**src/rtl/cpi_pkg.sv**
```systemverilog
// ---------------------------------------------------------------------------
// cpi_pkg : shared types for the CPI pixel packer
// Rev 1.0 : initial release
// ---------------------------------------------------------------------------
`default_nettype none

package cpi_pkg;

  typedef enum logic {
    PIX16 = 1'b0,
    PIX8  = 1'b1
  } cpi_pix_fmt_e;

  typedef enum logic [1:0] {
    IDLE    = 2'd0,
    SKIP    = 2'd1,
    CAPTURE = 2'd2
  } cpi_pack_state_e;

  // Index of the lane that completes a 32-bit word for the given format.
  function automatic logic [1:0] cpi_last_lane(input cpi_pix_fmt_e fmt);
    return (fmt == PIX8) ? 2'd3 : 2'd1;
  endfunction

endpackage

`default_nettype wire

```
**src/rtl/cpi_pack_fifo.sv**
```systemverilog
// ---------------------------------------------------------------------------
// cpi_pack_fifo : synchronous FIFO with sync clear; push while full is legal only with a pop
// Rev 1.0 : initial release
// ---------------------------------------------------------------------------
`default_nettype none

module cpi_pack_fifo #(
  parameter int WIDTH = 32,
  parameter int DEPTH = 4
) (
  input  logic             clk_i,
  input  logic             rst_i,
  input  logic             clr_i,
  input  logic             push_i,
  input  logic [WIDTH-1:0] data_i,
  input  logic             pop_i,
  output logic [WIDTH-1:0] data_o,
  output logic             full_o,
  output logic             empty_o
);

  localparam int AW = (DEPTH > 1) ? $clog2(DEPTH) : 1;

  logic [WIDTH-1:0] mem_q [DEPTH];
  logic [AW-1:0]    wr_q;
  logic [AW-1:0]    rd_q;
  logic [AW:0]      cnt_q;
  logic             w_do_push;
  logic             w_do_pop;

  assign full_o    = (cnt_q == (AW+1)'(DEPTH));
  assign empty_o   = (cnt_q == '0);
  assign w_do_pop  = pop_i && !empty_o;
  assign w_do_push = push_i && (!full_o || w_do_pop);
  assign data_o    = mem_q[rd_q];

  always_ff @(posedge clk_i or posedge rst_i) begin
    if (rst_i) begin
      wr_q  <= '0;
      rd_q  <= '0;
      cnt_q <= '0;
      for (int i = 0; i < DEPTH; i++) mem_q[i] <= '0;
    end else if (clr_i) begin
      wr_q  <= '0;
      rd_q  <= '0;
      cnt_q <= '0;
    end else begin
      if (w_do_push) begin
        mem_q[wr_q] <= data_i;
        wr_q        <= wr_q + AW'(1);
      end
      if (w_do_pop) rd_q <= rd_q + AW'(1);
      if (w_do_push && !w_do_pop)      cnt_q <= cnt_q + (AW+1)'(1);
      else if (w_do_pop && !w_do_push) cnt_q <= cnt_q - (AW+1)'(1);
    end
  end

endmodule

`default_nettype wire

```
**src/rtl/cpi_pixel_packer.sv**
```systemverilog
// ---------------------------------------------------------------------------
// cpi_pixel_packer : frame skip, window crop and 32-bit packing of CPI pixels
// Rev 1.0 : initial release
// ---------------------------------------------------------------------------
`default_nettype none

module cpi_pixel_packer
  import cpi_pkg::*;
#(
  parameter int FIFO_DEPTH = 4,
  parameter int PIX_W      = 16,
  parameter int CNT_W      = 16
) (
  input  logic             clk_i,
  input  logic             rst_i,
  input  logic             cfg_en_i,
  input  logic             cfg_fmt_i,
  input  logic [5:0]       cfg_frame_skip_i,
  input  logic [CNT_W-1:0] cfg_row_len_i,
  input  logic             cfg_win_en_i,
  input  logic [CNT_W-1:0] cfg_win_ll_x_i,
  input  logic [CNT_W-1:0] cfg_win_ll_y_i,
  input  logic [CNT_W-1:0] cfg_win_ur_x_i,
  input  logic [CNT_W-1:0] cfg_win_ur_y_i,
  input  logic [PIX_W-1:0] pix_data_i,
  input  logic             pix_valid_i,
  input  logic             pix_sof_i,
  output logic [31:0]      data_o,
  output logic             valid_o,
  input  logic             ready_i,
  output logic             evt_sof_o,
  output logic             evt_ovf_o,
  output logic             overflow_o
);

  cpi_pack_state_e state_q, state_d;
  logic [5:0]       frame_cnt_q, frame_cnt_d;
  logic [CNT_W-1:0] x_q, x_d, y_q, y_d;
  logic [1:0]       lane_q, lane_d;
  logic [31:0]      acc_q, acc_d;
  logic             evt_sof_q, evt_sof_d;
  logic             evt_ovf_q;
  logic             overflow_q;

  cpi_pix_fmt_e     w_fmt;
  logic             w_sof;
  logic [CNT_W-1:0] w_cur_x, w_cur_y;
  logic             w_win_ok;
  logic             w_keep;
  logic [31:0]      w_acc_base;
  logic [1:0]       w_lane_base;
  logic [31:0]      w_ins;
  logic             w_push;
  logic [31:0]      w_push_data;
  logic             w_full, w_empty, w_pop, w_drop;

  assign w_fmt   = cpi_pix_fmt_e'(cfg_fmt_i);
  assign w_sof   = pix_valid_i && pix_sof_i;
  assign w_cur_x = w_sof ? '0 : x_q;
  assign w_cur_y = w_sof ? '0 : y_q;
  assign w_win_ok = !cfg_win_en_i ||
                    ((w_cur_x >= cfg_win_ll_x_i) && (w_cur_x <= cfg_win_ur_x_i) &&
                     (w_cur_y >= cfg_win_ll_y_i) && (w_cur_y <= cfg_win_ur_y_i));

  always_comb begin
    state_d     = state_q;
    frame_cnt_d = frame_cnt_q;
    x_d         = x_q;
    y_d         = y_q;
    evt_sof_d   = 1'b0;
    w_push      = 1'b0;
    w_push_data = '0;
    w_acc_base  = acc_q;
    w_lane_base = lane_q;

    if (w_sof) begin
      state_d     = (frame_cnt_q == '0) ? CAPTURE : SKIP;
      evt_sof_d   = (frame_cnt_q == '0);
      frame_cnt_d = (frame_cnt_q == cfg_frame_skip_i) ? '0 : frame_cnt_q + 6'd1;
    end

    // Coordinates are only tracked once a frame has been seen.
    if (pix_valid_i && state_d != IDLE) begin
      if (w_cur_x == cfg_row_len_i) begin
        x_d = '0;
        y_d = (w_cur_y == {CNT_W{1'b1}}) ? w_cur_y : w_cur_y + CNT_W'(1);
      end else begin
        x_d = w_cur_x + CNT_W'(1);
        y_d = w_cur_y;
      end
    end

    if (w_sof && lane_q != 2'd0) begin
      w_push      = 1'b1;
      w_push_data = acc_q;
      w_acc_base  = '0;
      w_lane_base = 2'd0;
    end

    w_keep = pix_valid_i && (state_d == CAPTURE) && w_win_ok;
    w_ins  = w_acc_base;
    if (w_fmt == PIX8) w_ins[{w_lane_base, 3'b000} +: 8]     = pix_data_i[7:0];
    else               w_ins[{w_lane_base[0], 4'b0000} +: 16] = pix_data_i[15:0];

    acc_d  = w_acc_base;
    lane_d = w_lane_base;
    if (w_keep) begin
      if (w_lane_base == cpi_last_lane(w_fmt)) begin
        w_push      = 1'b1;
        w_push_data = w_ins;
        acc_d       = '0;
        lane_d      = 2'd0;
      end else begin
        acc_d  = w_ins;
        lane_d = w_lane_base + 2'd1;
      end
    end

    if (!cfg_en_i) begin
      state_d     = IDLE;
      frame_cnt_d = '0;
      x_d         = '0;
      y_d         = '0;
      acc_d       = '0;
      lane_d      = 2'd0;
      evt_sof_d   = 1'b0;
      w_push      = 1'b0;
    end
  end

  assign w_pop  = !w_empty && ready_i;
  assign w_drop = w_push && w_full && !w_pop;

  always_ff @(posedge clk_i or posedge rst_i) begin
    if (rst_i) begin
      state_q     <= IDLE;
      frame_cnt_q <= '0;
      x_q         <= '0;
      y_q         <= '0;
      lane_q      <= 2'd0;
      acc_q       <= '0;
      evt_sof_q   <= 1'b0;
      evt_ovf_q   <= 1'b0;
      overflow_q  <= 1'b0;
    end else begin
      state_q     <= state_d;
      frame_cnt_q <= frame_cnt_d;
      x_q         <= x_d;
      y_q         <= y_d;
      lane_q      <= lane_d;
      acc_q       <= acc_d;
      evt_sof_q   <= evt_sof_d;
      evt_ovf_q   <= w_drop;
      overflow_q  <= cfg_en_i && (overflow_q || w_drop);
    end
  end

  cpi_pack_fifo #(
    .WIDTH (32),
    .DEPTH (FIFO_DEPTH)
  ) u_fifo (
    .clk_i   (clk_i),
    .rst_i   (rst_i),
    .clr_i   (!cfg_en_i),
    .push_i  (w_push),
    .data_i  (w_push_data),
    .pop_i   (w_pop),
    .data_o  (data_o),
    .full_o  (w_full),
    .empty_o (w_empty)
  );

  assign valid_o    = !w_empty;
  assign evt_sof_o  = evt_sof_q;
  assign evt_ovf_o  = evt_ovf_q;
  assign overflow_o = overflow_q;

endmodule

`default_nettype wire

```
**config.mk**
```make
export PLATFORM = sky130hd
export DESIGN_NAME = cpi_pixel_packer
export DESIGN_NICKNAME = d
export VERILOG_FILES = /design/src/rtl/cpi_pkg.sv /design/src/rtl/cpi_pack_fifo.sv /design/src/rtl/cpi_pixel_packer.sv
export SDC_FILE = /design/constraint.sdc
export NUM_CORES = 1
export LEC_CHECK = 0
export ABC_AREA = 1
export CAP_MARGIN = 25
export CORE_MARGIN = 10
export CORE_UTILIZATION = 45
export CTS_CLUSTER_DIAMETER = 60
export CTS_CLUSTER_SIZE = 40
export DETAILED_ROUTE_END_ITERATION = 7
export DONT_BUFFER_PORTS = 1
export PLACE_DENSITY = 0.59
export SETUP_SLACK_MARGIN = 0.05
export SKIP_CTS_REPAIR_TIMING = 1
export SYNTH_ARGS = -nofsm -noshare
export SYNTH_HDL_FRONTEND = slang
export SYNTH_SLANG_ARGS = --single-unit
```
**constraint.sdc**
```tcl
create_clock -name clk_i -period 7.45 [get_ports clk_i]
set_input_delay 1.1175 -clock clk_i [delete_from_list [all_inputs] [get_ports clk_i]]
set_output_delay 1.1175 -clock clk_i [all_outputs]
set_load 0.01 [all_outputs]
```
# After elaboration in Yosys (flattened, before gate mapping)
# Cells that the tools add are included.
# totals
output_inout_bits	36
wordCells	130
reg_bits	212
# classes
n_bitwise	2
reduce_logical	31
eq_ne	11
mux	49
n_addsub	10
n_lt_le_gt_ge	7
n_shift	4
# ops
cell	count
32-bit 2-to-1 mux	11
16-bit 2-to-1 mux	9
128-bit bitwise mux	1
32-bit binary-select mux with 2-bit select	1
32-bit bitwise mux	2
32-bit demux with 2-bit select	1
16-bit by 1-bit adder with 16-bit output, second input constant	2
16-bit greater-or-equal comparator	2
16-bit less-or-equal comparator	2
16-bit by 7-bit variable shift with 32-bit output, first input constant	1
8-bit by 7-bit variable shift with 32-bit output, first input constant	1
16-bit by 7-bit variable part select with 32-bit output	1
8-bit by 7-bit variable part select with 32-bit output	1
2-bit 2-to-1 mux	12
6-bit 2-to-1 mux	3
1-bit logical AND	17
16-bit equality test	1
16-bit equality test, second input constant	1
5-bit negation with 7-bit output	2
3-bit 2-to-1 mux	3
2-bit by 1-bit inequality test with 1-bit output, second input constant	4
2-bit by 1-bit adder with 2-bit output, second input constant	3
6-bit by 1-bit adder with 6-bit output, second input constant	1
6-bit equality test	1
16 further kinds	31

# Longest topological paths before layout
# Gate-level depths: netlist of run 1.
# logic_depth
depth_word	16
depth_mapped	28
depth_no_buf	26

# Modules after synthesis
# From an unflattened synthesis of run 1, not the netlist that was laid out.
# hier_totals
cells_unflattened	1941
hier_area_um2	14004.7
# modules_own_cells
module	cells_per_inst	seq_area_each_um2	area_each_um2	n_inst
cpi_pixel_packer	1140	1926.8	7678.6	1
cpi_pack_fifo	801	3378.2	6326.1	1

# Worst setup path before layout of run 1
# No wires, ideal clock.
# synth_timing
path_kind	in2reg
start	input port pix_sof_i
end	register u_fifo.cnt_q[1]
required_time_ps	7368
slack_ps	3612
n_path_buf	2
arrival_time_ps	3755
cell_stages	20
path_cell_list	nand2_4 inv_2 buf_6 clkbuf_1 nor2_1 ha_1 nand2_1 inv_1 nand3_1 nor3_1 nand3_1 nand3_1 nand3_1 nand2_1 nand3_4 nand2_1 nand4_1 inv_1 fa_1 o22ai_1
# synth_via
elab_chain_cells	14
word_cells_on_any_way	29
# synth_lines
element	line_no	rtl
from (decl)	cpi_pixel_packer.sv:27	input logic pix_sof_i,
1-bit logical AND (*)	cpi_pixel_packer.sv:58	assign w_sof = pix_valid_i && pix_sof_i;
16-bit 2-to-1 mux	cpi_pixel_packer.sv:59	assign w_cur_x = w_sof ? '0 : x_q;
16-bit greater-or-equal comparator / 16-bit less-or-equal comparator (equally long branches)	cpi_pixel_packer.sv:62	((w_cur_x >= cfg_win_ll_x_i) && (w_cur_x <= cfg_win_ur_x_i) &&
1-bit logical AND (2 in a row)	cpi_pixel_packer.sv:62	
1-bit logical AND	cpi_pixel_packer.sv:63	(w_cur_y >= cfg_win_ll_y_i) && (w_cur_y <= cfg_win_ur_y_i));
1-bit logical OR	cpi_pixel_packer.sv:61	assign w_win_ok = !cfg_win_en_i ||
1-bit logical AND	cpi_pixel_packer.sv:100	w_keep = pix_valid_i && (state_d == CAPTURE) && w_win_ok;
1-bit 2-to-1 mux (*)	cpi_pixel_packer.sv:107	if (w_keep) begin
1-bit 2-to-1 mux (*)	cpi_pixel_packer.sv:119	if (!cfg_en_i) begin
1-bit logical AND (*)	cpi_pack_fifo.sv:34	assign w_do_push = push_i && (!full_o || w_do_pop);
1-bit zero test / 1-bit logical AND (equally long branches)	cpi_pack_fifo.sv:54, cpi_pack_fifo.sv:53	
1-bit logical AND / 3-bit 2-to-1 mux (equally long branches)	cpi_pack_fifo.sv:54, cpi_pack_fifo.sv:53	
3-bit by 1-bit inequality test with 1-bit output (no source line) / 3-bit 2-to-1 mux (equally long branches)	--	
to (signal assigned)	cpi_pack_fifo.sv:53	if (w_do_push && !w_do_pop) cnt_q <= cnt_q + (AW+1)'(1);
to (signal assigned)	cpi_pack_fifo.sv:54	else if (w_do_pop && !w_do_push) cnt_q <= cnt_q - (AW+1)'(1);
to (decl)	cpi_pack_fifo.sv:27	logic [AW:0] cnt_q;
# Every way passes the cells marked *; elsewhere a longest branch is shown, timed or not.
# A chain may end at the register's enable or synchronous reset.

# Worst setup path after layout of run 1
# layout_timing
start	input port pix_sof_i
end	register u_fifo.mem_q[5] in the netlist's numbering
# layout_via
elab_chain_cells	12
word_cells_on_any_way	38
# layout_lines
element	line_no	rtl
1-bit logical AND (*)	cpi_pixel_packer.sv:58	
branches (longest 11 deep; another with 5-bit negation with 7-bit output)	--	
to (signal, indexed assignment)	cpi_pack_fifo.sv:49	mem_q[wr_q] <= data_i;
to (decl)	cpi_pack_fifo.sv:24	logic [WIDTH-1:0] mem_q [DEPTH];
# Mark *: on every way between the ends.

==> results.rst, run 1 <==
.. list-table::
   :header-rows: 1

   * - Metric
     - Value
   * - Routed wire length
     - 40600 um
   * - CTS Root Buffer Type
     - sky130_fd_sc_hd__clkbuf_16
   * - R2r startpoint
     - x_q[9]
   * - Slowest cell on crit path
     - sky130_fd_sc_hd__nor2_4
   * - Crit path from
     - pix_sof_i
   * - Placed wire-length estimate
     - 26900 um
   * - Die height
     - 195 um
   * - Total power density per cell area
     - 201 mW/mm^2
   * - Tot GR Track Use
     - 20.5%
   * - Maximum fanout count along the critical path
     - 35
   * - Post-synthesis to final-layout area growth
     - 7.60%
   * - Layout net count
     - 1973
   * - Period utilization
     - 66.3%
   * - Endpoints failing setup
     - 0
   * - Total count of hold-check failures in the final report
     - 0
   * - Via count
     - 12.2k
   * - Slowest Stage Delay on Critical Path
     - 840 ps
   * - Max cap viols
     - 0
   * - Kind of critical path
     - in2reg
   * - Post-route antenna net violation count
     - 0
   * - Static power due to leakage
     - 7.42 nW
   * - Max Buffers Root-to-Sink
     - 3
   * - Combined buffer and inverter count along the critical path
     - 1
   * - Commonest cells after routing, fill and taps aside
     - sky130_fd_sc_hd__nand2_1 (423), sky130_fd_sc_hd__dfrtp_1 (211), sky130_fd_sc_hd__inv_1 (197), sky130_fd_sc_hd__nor2_1 (178), sky130_fd_sc_hd__o21ai_0 (157)
   * - IR Drop Worst-Case VDD
     - 0.184 mV
   * - RSZ-0062 raised after global routing
     - no
   * - Relative slew margins
     - 30.7%
   * - Ports placed on the boundary
     - 146
   * - Crit path launch type
     - primary input
   * - Clock tree from TritonCTS
     - yes
   * - Final antenna diode count
     - 0
   * - Post-CTS clock slew at the launch and capture registers of the worst setup and hold paths
     - 80 ps
   * - Starting density of the core
     - 46.1%
   * - Highest routed layer
     - met4
   * - Post-route core utilization
     - 49.6%
   * - Violation count after the first detailed-route iteration
     - 1134
   * - Source-to-sink clock delay at the later pin of the worst-skew pair
     - 530 ps
   * - Fraction of layout cells with a size suffix above 1
     - 5.87%
   * - Post-route DRC violation count
     - 0
   * - Mean routed wirelength per cell
     - 18.5 um
   * - Count of distinct cell types in the synthesized netlist
     - 55
   * - Number of warnings reported in the yosys synthesis log
     - 0
   * - Flip-flop and latch count after synthesis
     - 212
   * - Hold WS
     - 419 ps
   * - Minimum period implied by the final worst setup slack
     - 4940 ps
   * - Cell repeated most along the worst path
     - sky130_fd_sc_hd__nand2_1
   * - Total clock sinks
     - 212
   * - Number of antenna violations at the first check in global routing
     - 0
   * - Die outline width
     - 195 um
   * - Number of global-route vias before repair
     - 11.8k
   * - Worst path required time
     - 7910 ps
   * - Endpoint arrival time on the critical path
     - 5410 ps
   * - Minimum setup slack among reg-to-reg paths
     - 3200 ps
   * - Met1 wire length
     - 18900 um
   * - GPL Wtd Cong
     - 0.901
   * - Pre-Repair DR Iteration Count
     - 6
   * - Final Max Tran Viols
     - 0
   * - Top achievable clock speed
     - 202 MHz
   * - Type of element capturing the critical path
     - flop
   * - Tot Pwr
     - 2.97 mW
   * - Hold/Removal Path Class
     - in2async
   * - Pin count of the biggest net entering global routing
     - 141
   * - Sum of negative setup slack
     - 0 ps
   * - Setup skew after layout
     - 17.1 ps
   * - Most common cell after layout, fill and taps aside
     - sky130_fd_sc_hd__nand2_1
   * - Count of input and output buffers
     - 0
   * - Largest cells by area after synthesis
     - sky130_fd_sc_hd__dfrtp_1 (39%), sky130_fd_sc_hd__nand2_1 (12%), sky130_fd_sc_hd__ha_1 (6.8%), sky130_fd_sc_hd__o21ai_0 (5.7%), sky130_fd_sc_hd__inv_1 (5.4%)
   * - Rows
     - 63
   * - Ordered cell list for the critical path
     - nand2_4, inv_2, nor2_1, ha_1, a21oi_1, nand2_1, nand2_1, nand2_1, nand2_1, a21oi_1, a21oi_1, nand3_1, nand2_1, nand3_4, a21oi_4, nand2_4, nor2_4, nand2_1, nand2_1
   * - Cell class contributing the biggest share of worst-path delay
     - simple AND/OR/NAND/NOR gates
   * - Total global routing overflow
     - 0
   * - Post-placement cell area
     - 0.0139 sq mm
   * - Outcome
     - complete, no violations
   * - CTS H-tree lvls
     - 1
   * - Library cell occupying the most area in the post-synthesis netlist
     - sky130_fd_sc_hd__dfrtp_1
   * - Met2 Routed Length
     - 18400 um
   * - Post-Synthesis Cell Area
     - 0.0138 sq mm
   * - Post-synth net total
     - 2030
   * - Final Instance Area
     - 0.0148 sq mm
   * - Total clock buffers created by CTS
     - 24
   * - Yosys top cell area share
     - 38.6%
   * - Via density per instance
     - 5.55
   * - Mean instance size in the synthesized netlist
     - 7.46 sq um
   * - Post-synthesis sequential area ratio
     - 38.6%
   * - Total Die Area
     - 0.0380 sq mm
   * - Met3 wirelength from detailed routing
     - 2590 um
   * - Standard cell core area
     - 0.0299 sq mm
   * - Wire length of the first global-routing pass
     - 65100 um
   * - Slew of the pin with the lowest slew margin
     - 1030 ps
   * - Post-synthesis instance total
     - 1844
## worst paths after layout
| path | endpoint | cells past startpoint |
|---|---|---|
| worst min register to register | u_fifo.mem_q[40] | 2 |
| worst min-delay path | u_fifo.mem_q[56] | 1 |
| max in group asynchronous | acc_q[18] | 4 |
| min in group clk_i | u_fifo.mem_q[40] | 2 |
| worst max register to register | u_fifo.mem_q[5] | 15 |
| worst max-delay path | u_fifo.mem_q[5] | 19 |
## area by class of cell
class | count | area, sq um
Clock buffer | 28 | 647
Timing Repair Buffer | 19 | 223
Tap cell | 390 | 488
Multi-Input combinational cell | 1321 | 7140
Fill cell | 2975 | 15100
Clock inverter | 16 | 210
Inverter | 209 | 796
Sequential cell | 212 | 5310
## cells in the mapped netlist, drive strengths merged
master,n
o31ai,9
nor2,184
and3,1
fa,1
buf,38
a31oi,2
clkinv,5
nor4,7
a21boi,1
nor3b,1
nand4,11
xnor2,7
o21ai,268
clkbuf,64
o21a,3
o211ai,1
ha,75
or2,2
o41ai,1
xor2,36
or4,1
a21o,1
nand3,46
inv,204
o2111ai,1
nor3,17
a22o,8
nand2,435
a211oi,33
a221oi,8
a21oi,71
a32o,1
dfrtp,212
o311ai,1
o32ai,1
o22ai,87
## power by group
part | leakage, nW | internal (mW) | total (mW) | switching [mW]
Combinational | 4.07 | 0.144 | 0.515 | 0.371
Clock | 0.417 | 0.695 | 1.26 | 0.569
Sequential | 2.94 | 1.18 | 1.19 | 0.0159
## layer usage
metal / global-route usage [%] / vias up
met2: 32.3 / 302
li1: - / 6032
met4: 3.80 / 0
met1: 28.3 / 5801
met5: 0 / -
met3: 4.44 / 46
## worst register-to-register path: cells and delay by family, from the launching register on
kind                     cells  cell delay, ps
AO/OA/AOI/OAI                1             330
flip-flops                   1             380
buffers and inverters        1             120
AND/OR/NAND/NOR             12            3040
adder cells (fa/ha/maj)      1             310
## flip-flops by register name, indices dropped and copies added, names as in the netlist
signal	cells
frame_cnt_q	6
x_q	16
u_fifo.wr_q	2
overflow_o	1
y_q	16
lane_q	2
evt_sof_o	1
state_q	2
u_fifo.cnt_q	3
evt_ovf_o	1
u_fifo.rd_q	2
u_fifo.mem_q	128
acc_q	32
## cells by family (layout without fill, tap and decap cells)
kind of cell	after synthesis	in the layout	share of synthesized area, %
adders and majority gates	76	76	6.96
xor gates and xnor gates	43	43	2.74
and+or+nand+nor	705	705	21.7
DFF	212	212	38.6
AOI/OAI and AO/OA	497	497	20.5
buffers and inverters	311	272	9.61
## through the flow
stage               instances  setup WS (ps)
global placement         2147           2050
finish                   2195           2510
floorplan                1844            538
global route             2195           2050
CTS                      2192           2480
detailed placement       2148           1940
Power figures use the tool's default switching activity.
==> inputs of run 2 (changes only) <==
Settings changed: PLACE_DENSITY 0.59 to 0.61.
Clock period 7.45 ns to 4.19 ns, I/O delays scaled along.
==> results.rst, run 2 (synthesized netlist as in run 1, its figures left out) <==
.. list-table::
   :header-rows: 1

   * - Metric
     - Value
   * - Worst setup margin
     - 504 ps (-2000 ps)
   * - Minimum setup slack among reg-to-reg paths
     - 500 ps (-2700 ps)
   * - Clock tree from TritonCTS
     - yes
   * - Reg2Reg Depth
     - 15 (unchanged)
   * - Max Buffers Root-to-Sink
     - 3 (unchanged)
   * - Wire length of the first global-routing pass
     - 66300 um (+1.7%)
   * - Area of the multi-input gates
     - 0.00714 sq mm (unchanged)
   * - Part of the total power dissipated in the clock network
     - 42.3% (-0.2 points)
   * - Relative slew margins
     - 30.0% (-0.75 points)
   * - Slew of the pin with the lowest slew margin
     - 1050 ps (+18.1 ps)
   * - Total clock buffers created by CTS
     - 24 (unchanged)
   * - Routed wire length
     - 41200 um (+1.6%)
   * - Mean routed wirelength per cell
     - 18.6 um (+0.52%)
   * - P_sw
     - 1.65 mW (+73%)
   * - Worst path required time
     - 4600 ps (-3310 ps)
   * - R2r startpoint
     - x_q[9]
   * - Hold/Removal Path Class
     - in2async
   * - Final Max Tran Viols
     - 0 (unchanged)
   * - Number of fill cells in the layout
     - 2954 (-0.71%)
   * - Layout net count
     - 1996 (+1.2%)
   * - Number of flip-flops under the largest register name
     - 128 (unchanged)
   * - Ports placed on the boundary
     - 146 (unchanged)
   * - Total power density per cell area
     - 354 mW/mm^2 (+76%)
   * - Via density per instance
     - 5.59 (+0.79%)
   * - Via count
     - 12.4k (+1.9%)
   * - Tot GR Track Use
     - 20.8% (+0.34 points)
   * - Reg2Reg Capture Point
     - u_fifo.mem_q[81]
   * - Relative contribution of combinational cells to total power
     - 17.7% (+0.4 points)
   * - Max cap viols
     - 0 (unchanged)
   * - Total Die Area
     - 0.0380 sq mm (unchanged)
   * - Violations in the final reports
     - hold timing
   * - Hold WS
     - -2.97 ps (-422 ps)
   * - Sum of negative setup slack
     - 0 ps (unchanged)
   * - Most common cell after layout, fill and taps aside
     - sky130_fd_sc_hd__nand2_1
   * - Standard cell core area
     - 0.0299 sq mm (unchanged)
   * - Fraction of layout cells with a size suffix above 1
     - 7.11% (+1.2 points)
   * - CTS Root Buffer Type
     - sky130_fd_sc_hd__clkbuf_16
   * - Cell internal pwr
     - 3.66 mW (+81%)
   * - Total clock sinks
     - 212 (unchanged)
   * - Number of antenna violations at the first check in global routing
     - 0 (unchanged)
   * - Register name with the most flops
     - u_fifo.mem_q
   * - Type of element capturing the critical path
     - flop
   * - Die height
     - 195 um (unchanged)
   * - Endpoints failing setup
     - 0 (unchanged)
   * - Starting density of the core
     - 46.1% (unchanged)
   * - Maximum fanout count along the critical path
     - 68 (+94%)
   * - Outcome
     - complete, but fails checks
   * - Pin count of the biggest net entering global routing
     - 92 (-35%)
   * - Register area
     - 0.00531 sq mm (unchanged)
   * - Endpoint arrival time on the critical path
     - 4100 ps (-1310 ps)
   * - Setup skew after layout
     - 16.4 ps (-0.679 ps)
   * - Post-CTS clock slew at the launch and capture registers of the worst setup and hold paths
     - 70 ps (about the same)
   * - GPL Wtd Cong
     - 0.889 (-1.3%)
   * - Commonest cells after routing, fill and taps aside
     - sky130_fd_sc_hd__nand2_1 (423), sky130_fd_sc_hd__dfrtp_1 (211), sky130_fd_sc_hd__inv_1 (197), sky130_fd_sc_hd__nor2_1 (178), sky130_fd_sc_hd__o21ai_0 (157)
   * - Count of input and output buffers
     - 0 (unchanged)
   * - CTS H-tree lvls
     - 1 (unchanged)
   * - Sequential group share of total power
     - 40.0% (-0.2 points)
   * - Violation count after the first detailed-route iteration
     - 1103 (-2.7%)
   * - Number of global-route vias before repair
     - 12.1k (+2.8%)
   * - Static power due to leakage
     - 7.54 nW (+1.6%)
   * - Post-route antenna net violation count
     - 0 (unchanged)
   * - Source-to-sink clock delay at the later pin of the worst-skew pair
     - 530 ps (about the same)
   * - Top achievable clock speed
     - 271 MHz
   * - Total global routing overflow
     - 0 (unchanged)
   * - Switching share of power
     - 31.1% (-1.0 points)
   * - Total count of hold-check failures in the final report
     - 10 (+10)
   * - Minimum period implied by the final worst setup slack
     - 3690 ps
   * - Pre-CTS setup slack
     - 103 ps (-1840 ps)
   * - Period utilization
     - 88.0%
   * - IR Drop Worst-Case VDD
     - 0.294 mV (+60%)
   * - Biggest regs
     - u_fifo.mem_q (128), acc_q (32)
   * - Post-synthesis to final-layout area growth
     - 8.99%
   * - Placed wire-length estimate
     - 28300 um (+5.0%)
   * - Die outline width
     - 195 um (unchanged)
   * - Kind of critical path
     - reg2reg
   * - Crit path launch type
     - flop
   * - RSZ-0062 raised after global routing
     - no
   * - Rows
     - 63 (unchanged)
   * - Post-route DRC violation count
     - 0 (unchanged)
   * - Pre-Repair DR Iteration Count
     - 6 (unchanged)
run 2: layout make-up:
| class | instances | share of cell area (%) |
|---|---|---|
| inverter | 209 | 5.28 |
| clock buffer | 26 | 4.12 |
| clock inverter | 18 | 1.48 |
| tap | 390 | 3.25 |
| multi-input combinational | 1321 | 47.6 |
| timing repair buffer | 42 | 2.89 |
| sequential | 212 | 35.4 |
| antenna | 1 | 0.0167 |
run 2: how the worst max path moves through the flow:
stage	depth (start not counted)	to	from	slack (ps)
after global routing	15	u_fifo.mem_q[80]	x_q[9]	180
after detailed placement	16	u_fifo.mem_q[81]	pix_sof_i	100
final	15	u_fifo.mem_q[81]	x_q[9]	500
after global placement	19	u_fifo.mem_q[78]	pix_sof_i	200
after floorplan	1	acc_q[0]	rst_i	810
after CTS	15	u_fifo.mem_q[81]	x_q[9]	550
run 2: stage by stage:
step / instances / util [%] / power [mW] / area [sq um]
after floorplan: 1844 / - / 2.84 / 13800
after global placement: 2170 / 47.0 / 3.07 / 14000
after detailed placement: 2172 / 47.2 / 3.11 / 14100
after CTS: 2216 / 50.0 / 5.36 / 14900
after global routing: 2218 / 50.2 / 5.57 / 15000
final: 2219 / 50.2 / 5.31 / 15000
run 2: critical path: stages, from the launching register on:
cell	delay, ps
sky130_fd_sc_hd__dfrtp_1	380
sky130_fd_sc_hd__nand2_1	150
sky130_fd_sc_hd__inv_1	120
sky130_fd_sc_hd__ha_1	310
sky130_fd_sc_hd__nand2_1	70
sky130_fd_sc_hd__nor4_1	540
sky130_fd_sc_hd__nand3_1	130
sky130_fd_sc_hd__nand2_1	200
sky130_fd_sc_hd__nand3_1	130
sky130_fd_sc_hd__nand2_1	150
sky130_fd_sc_hd__nand3_4	230
sky130_fd_sc_hd__a21oi_4	260
sky130_fd_sc_hd__nand2_4	160
sky130_fd_sc_hd__buf_4	390
sky130_fd_sc_hd__o21ai_0	260
sky130_fd_sc_hd__nand2_1	80
run 2: layer usage:
layer / global-route usage [%] / vias up / part of all wire (%)
met5: 0 / - / 0
met4: 4.23 / 0 / 1.7
met3: 3.72 / 44 / 6.7
met2: 32.5 / 367 / 45
met1: 29.4 / 5936 / 47
li1: - / 6064 / -
run 2: power groups by stage:
stage | clock network, mW | logic (mW) | registers (mW)
after floorplan | 0 | 0.677 | 2.16
after global placement | 0 | 0.910 | 2.16
after detailed placement | 0 | 0.942 | 2.16
after CTS | 2.29 | 0.945 | 2.12
after global routing | 2.38 | 1.06 | 2.13
final | 2.25 | 0.942 | 2.13
==> inputs of run 3 (changes only) <==
Settings changed: ABC_AREA 1 to default, CORE_UTILIZATION 45 to 59, PLACE_DENSITY 0.61 to 0.77.
==> results.rst, run 3 <==
.. list-table::
   :header-rows: 1

   * - Metric
     - Value
   * - Fraction of layout cells with a size suffix above 1
     - 11.3% (+4.1 points)
   * - Via density per instance
     - 6.43 (+15%)
   * - Hold/Removal Path Class
     - in2async
   * - Register name with the most flops
     - u_fifo.mem_q
   * - Register area
     - 0.00531 sq mm (about the same)
   * - Cell class contributing the biggest share of worst-path delay
     - simple AND/OR/NAND/NOR gates
   * - Tot GR Track Use
     - 22.5% (+1.6 points)
   * - Total clock buffers created by CTS
     - 16 (-33%)
   * - GPL Wtd Cong
     - 0.904 (+1.6%)
   * - CTS Root Buffer Type
     - sky130_fd_sc_hd__clkbuf_16
   * - CTS H-tree lvls
     - 1 (unchanged)
   * - Die outline width
     - 171 um (-12%)
   * - Minimum period implied by the final worst setup slack
     - 3890 ps (+203 ps)
   * - Type of element capturing the critical path
     - flop
   * - Worst path required time
     - 4560 ps (-40 ps)
   * - Number of antenna violations at the first check in global routing
     - 0 (unchanged)
   * - Largest cells by area after synthesis
     - sky130_fd_sc_hd__dfrtp_1 (39%), sky130_fd_sc_hd__mux2_1 (8.6%), sky130_fd_sc_hd__ha_1 (6.9%), sky130_fd_sc_hd__mux4_2 (5.3%), sky130_fd_sc_hd__a21oi_1 (4.4%)
   * - Number of warnings reported in the yosys synthesis log
     - 0 (unchanged)
   * - Wire length of the first global-routing pass
     - 54400 um (-18%)
   * - Biggest regs
     - u_fifo.mem_q (128), acc_q (32)
   * - Yosys top cell area share
     - 39.2% (+0.65 points)
   * - Endpoint arrival time on the critical path
     - 4260 ps (+160 ps)
   * - Post-synthesis to final-layout area growth
     - 7.68%
   * - Total clock sinks
     - 212 (unchanged)
   * - Final Max Tran Viols
     - 0 (unchanged)
   * - Flip-flop and latch count after synthesis
     - 212 (unchanged)
   * - Count of input and output buffers
     - 0 (unchanged)
   * - Reg2Reg Capture Point
     - u_fifo.mem_q[47]
   * - Slew of the pin with the lowest slew margin
     - 1050 ps (-0.305 ps)
   * - Number of cells on the critical path
     - 13 (-2)
   * - Top post-synthesis cells by count
     - sky130_fd_sc_hd__dfrtp_1 (212), sky130_fd_sc_hd__nand2_1 (138), sky130_fd_sc_hd__a21oi_1 (120)
   * - Number of flip-flops under the largest register name
     - 128 (unchanged)
   * - Pre-Repair DR Iteration Count
     - 5 (-1)
   * - Static power due to leakage
     - 6.94 nW (-8.0%)
   * - Maximum fanout count along the critical path
     - 17 (-75%)
   * - IR Drop Worst-Case VDD
     - 0.193 mV (-34%)
   * - Number of global-route vias before repair
     - 10.2k (-16%)
   * - Reg2Reg Depth
     - 13 (-2)
   * - Commonest register cell after synthesis
     - sky130_fd_sc_hd__dfrtp_1
   * - Combined buffer and inverter count along the critical path
     - 2 (unchanged)
   * - Library cell occupying the most area in the post-synthesis netlist
     - sky130_fd_sc_hd__dfrtp_1
   * - Post-route DRC violation count
     - 0 (unchanged)
   * - Standard cell core area
     - 0.0226 sq mm (-24%)
   * - Setup skew after layout
     - 31.5 ps (+15.1 ps)
   * - Total power density per cell area
     - 293 mW/mm^2 (-17%)
   * - Ordered cell list for the critical path
     - and2_1, ha_1, nand4_1, nor3_1, nand3_1, or3_1, a31oi_1, o211a_1, a211oi_4, buf_4, nor3_4, buf_12, mux2_1
   * - Source-to-sink clock delay at the later pin of the worst-skew pair
     - 510 ps (-20 ps)
   * - Commonest cells after routing, fill and taps aside
     - sky130_fd_sc_hd__dfrtp_1 (210), sky130_fd_sc_hd__nand2_1 (137), sky130_fd_sc_hd__a21oi_1 (119), sky130_fd_sc_hd__mux2_1 (103), sky130_fd_sc_hd__nor2_1 (87)
   * - Relative slew margins
     - 30.0% (about the same)
   * - Kind of critical path
     - reg2reg
   * - Tot Pwr
     - 4.27 mW (-20%)
   * - Total global routing overflow
     - 0 (unchanged)
   * - Total Die Area
     - 0.0294 sq mm (-23%)
   * - Fraction of registers with async set or reset after synthesis
     - 100% (unchanged)
   * - Routed wire length
     - 33500 um (-19%)
   * - Count of distinct cell types in the synthesized netlist
     - 73 (+33%)
   * - Period utilization
     - 92.8% (+4.9 points)
   * - Starting density of the core
     - 60.0% (+14 points)
   * - Violation count after the first detailed-route iteration
     - 1169 (+6.0%)
   * - Slowest Stage Delay on Critical Path
     - 450 ps (-90 ps)
   * - Post-synthesis sequential area ratio
     - 39.2% (+0.65 points)
   * - R2r startpoint
     - x_q[9]
   * - Post-route core utilization
     - 64.6% (+14 points)
   * - Top achievable clock speed
     - 257 MHz (-5.2%)
   * - Endpoints failing setup
     - 0 (unchanged)
   * - Mean instance size in the synthesized netlist
     - 9.88 sq um (+32%)
   * - Most common cell after layout, fill and taps aside
     - sky130_fd_sc_hd__dfrtp_1
   * - Pin count of the biggest net entering global routing
     - 164 (+78%)
   * - Area of the multi-input gates
     - 0.00757 sq mm (+6.1%)
   * - Rows
     - 55 (-13%)
   * - Number of enable flip-flop cells after synthesis
     - 0 (unchanged)
   * - Final antenna diode count
     - 0 (-1)
   * - Post-synth net total
     - 1556 (-23%)
   * - Die height
     - 171 um (-12%)
   * - Minimum setup slack among reg-to-reg paths
     - 300 ps (-200 ps)
   * - Max cap viols
     - 0 (unchanged)
   * - RSZ-0062 raised after global routing
     - no
   * - Number of fill cells in the layout
     - 1752 (-41%)
   * - Via count
     - 10.5k (-15%)
   * - Total count of hold-check failures in the final report
     - 0 (-10)
   * - Slowest cell on crit path
     - sky130_fd_sc_hd__dfrtp_1
   * - Post-Synthesis Cell Area
     - 0.0135 sq mm (-1.7%)
   * - Post-CTS clock slew at the launch and capture registers of the worst setup and hold paths
     - 90 ps (+20 ps)
   * - Post-synthesis instance total
     - 1370 (-26%)
   * - Layout net count
     - 1527 (-23%)
   * - Outcome
     - complete, no violations
   * - Max Buffers Root-to-Sink
     - 3 (unchanged)
   * - Placed wire-length estimate
     - 23900 um (-15%)
   * - Ports placed on the boundary
     - 146 (unchanged)
   * - Leading cell type by number of instances after synthesis
     - sky130_fd_sc_hd__dfrtp_1
   * - Clock tree from TritonCTS
     - yes
   * - Mean routed wirelength per cell
     - 20.5 um (+10%)
   * - Post-route antenna net violation count
     - 0 (unchanged)
   * - Crit path launch type
     - flop
-- run 3: cell types whose count changed after synthesis, sizes merged, moves of 25 or more --
cell   change
nand2    -297
mux2     +128
and2      +25
a22o      +27
xor2      -33
inv      -123
a21oi     +49
o21ai    -203
o22ai     -87
mux4      +32
nor2      -96
-- run 3: worst max-delay path by stage --
stage,from,endpoint
CTS,x_q[9],u_fifo.mem_q[106]
global placement,pix_sof_i,u_fifo.mem_q[92]
floorplan,pix_sof_i,u_fifo.cnt_q[2]
finish,x_q[9],u_fifo.mem_q[47]
global route,x_q[9],u_fifo.mem_q[14]
detailed placement,pix_sof_i,u_fifo.mem_q[106]
-- run 3: metal layers --
layer / wire length [um] / global-route usage (%) / vias to the layer above
li1: - / - / 4922
met1: 14800 / 30.6 / 5231
met2: 16200 / 36.8 / 321
met3: 1920 / 3.94 / 39
met4: 617 / 4.57 / 0
met5: 0 / 0 / -
-- run 3: power by group --
group / total, mW / internal (mW) / switching (mW)
clock: 1.68 / 0.840 / 0.840
combinational: 0.453 / 0.194 / 0.260
sequential: 2.13 / 2.06 / 0.0700
-- run 3: per-stage QoR --
stage	cells	TNS [ps]	worst slack, ps	hold slack, ps	instance area [sq um]
finish	1636	0	300	19.5	14600
global route	1636	0	120	41.7	14600
CTS	1635	0	225	17.1	14500
detailed placement	1607	-514	-85.8	470	14000
global placement	1607	0	81.8	461	14000
floorplan	1370	-609	-439	452	13700
-- run 3: layout make-up --
| class | count | share of cell area (%) |
|---|---|---|
| inverter | 82 | 2.14 |
| clock buffer | 17 | 2.84 |
| tap | 285 | 2.45 |
| multi-input combinational | 989 | 51.9 |
| clock inverter | 11 | 1.09 |
| timing repair buffer | 40 | 3.12 |
| sequential | 212 | 36.4 |
-- run 3: kinds of logic (layout without fill, tap and decap cells) --
family / Yosys count / in the layout / share of synthesized area, %
DFF: 212 / 212 / 39.2
xor gates and xnor gates: 17 / 17 / 1.10
and+or+nand+nor: 400 / 400 / 14.7
AOI/OAI and AO/OA: 332 / 332 / 16.1
adders and majority gates: 77 / 77 / 7.16
muxes: 163 / 163 / 16.2
buffers and inverters: 169 / 150 / 5.47
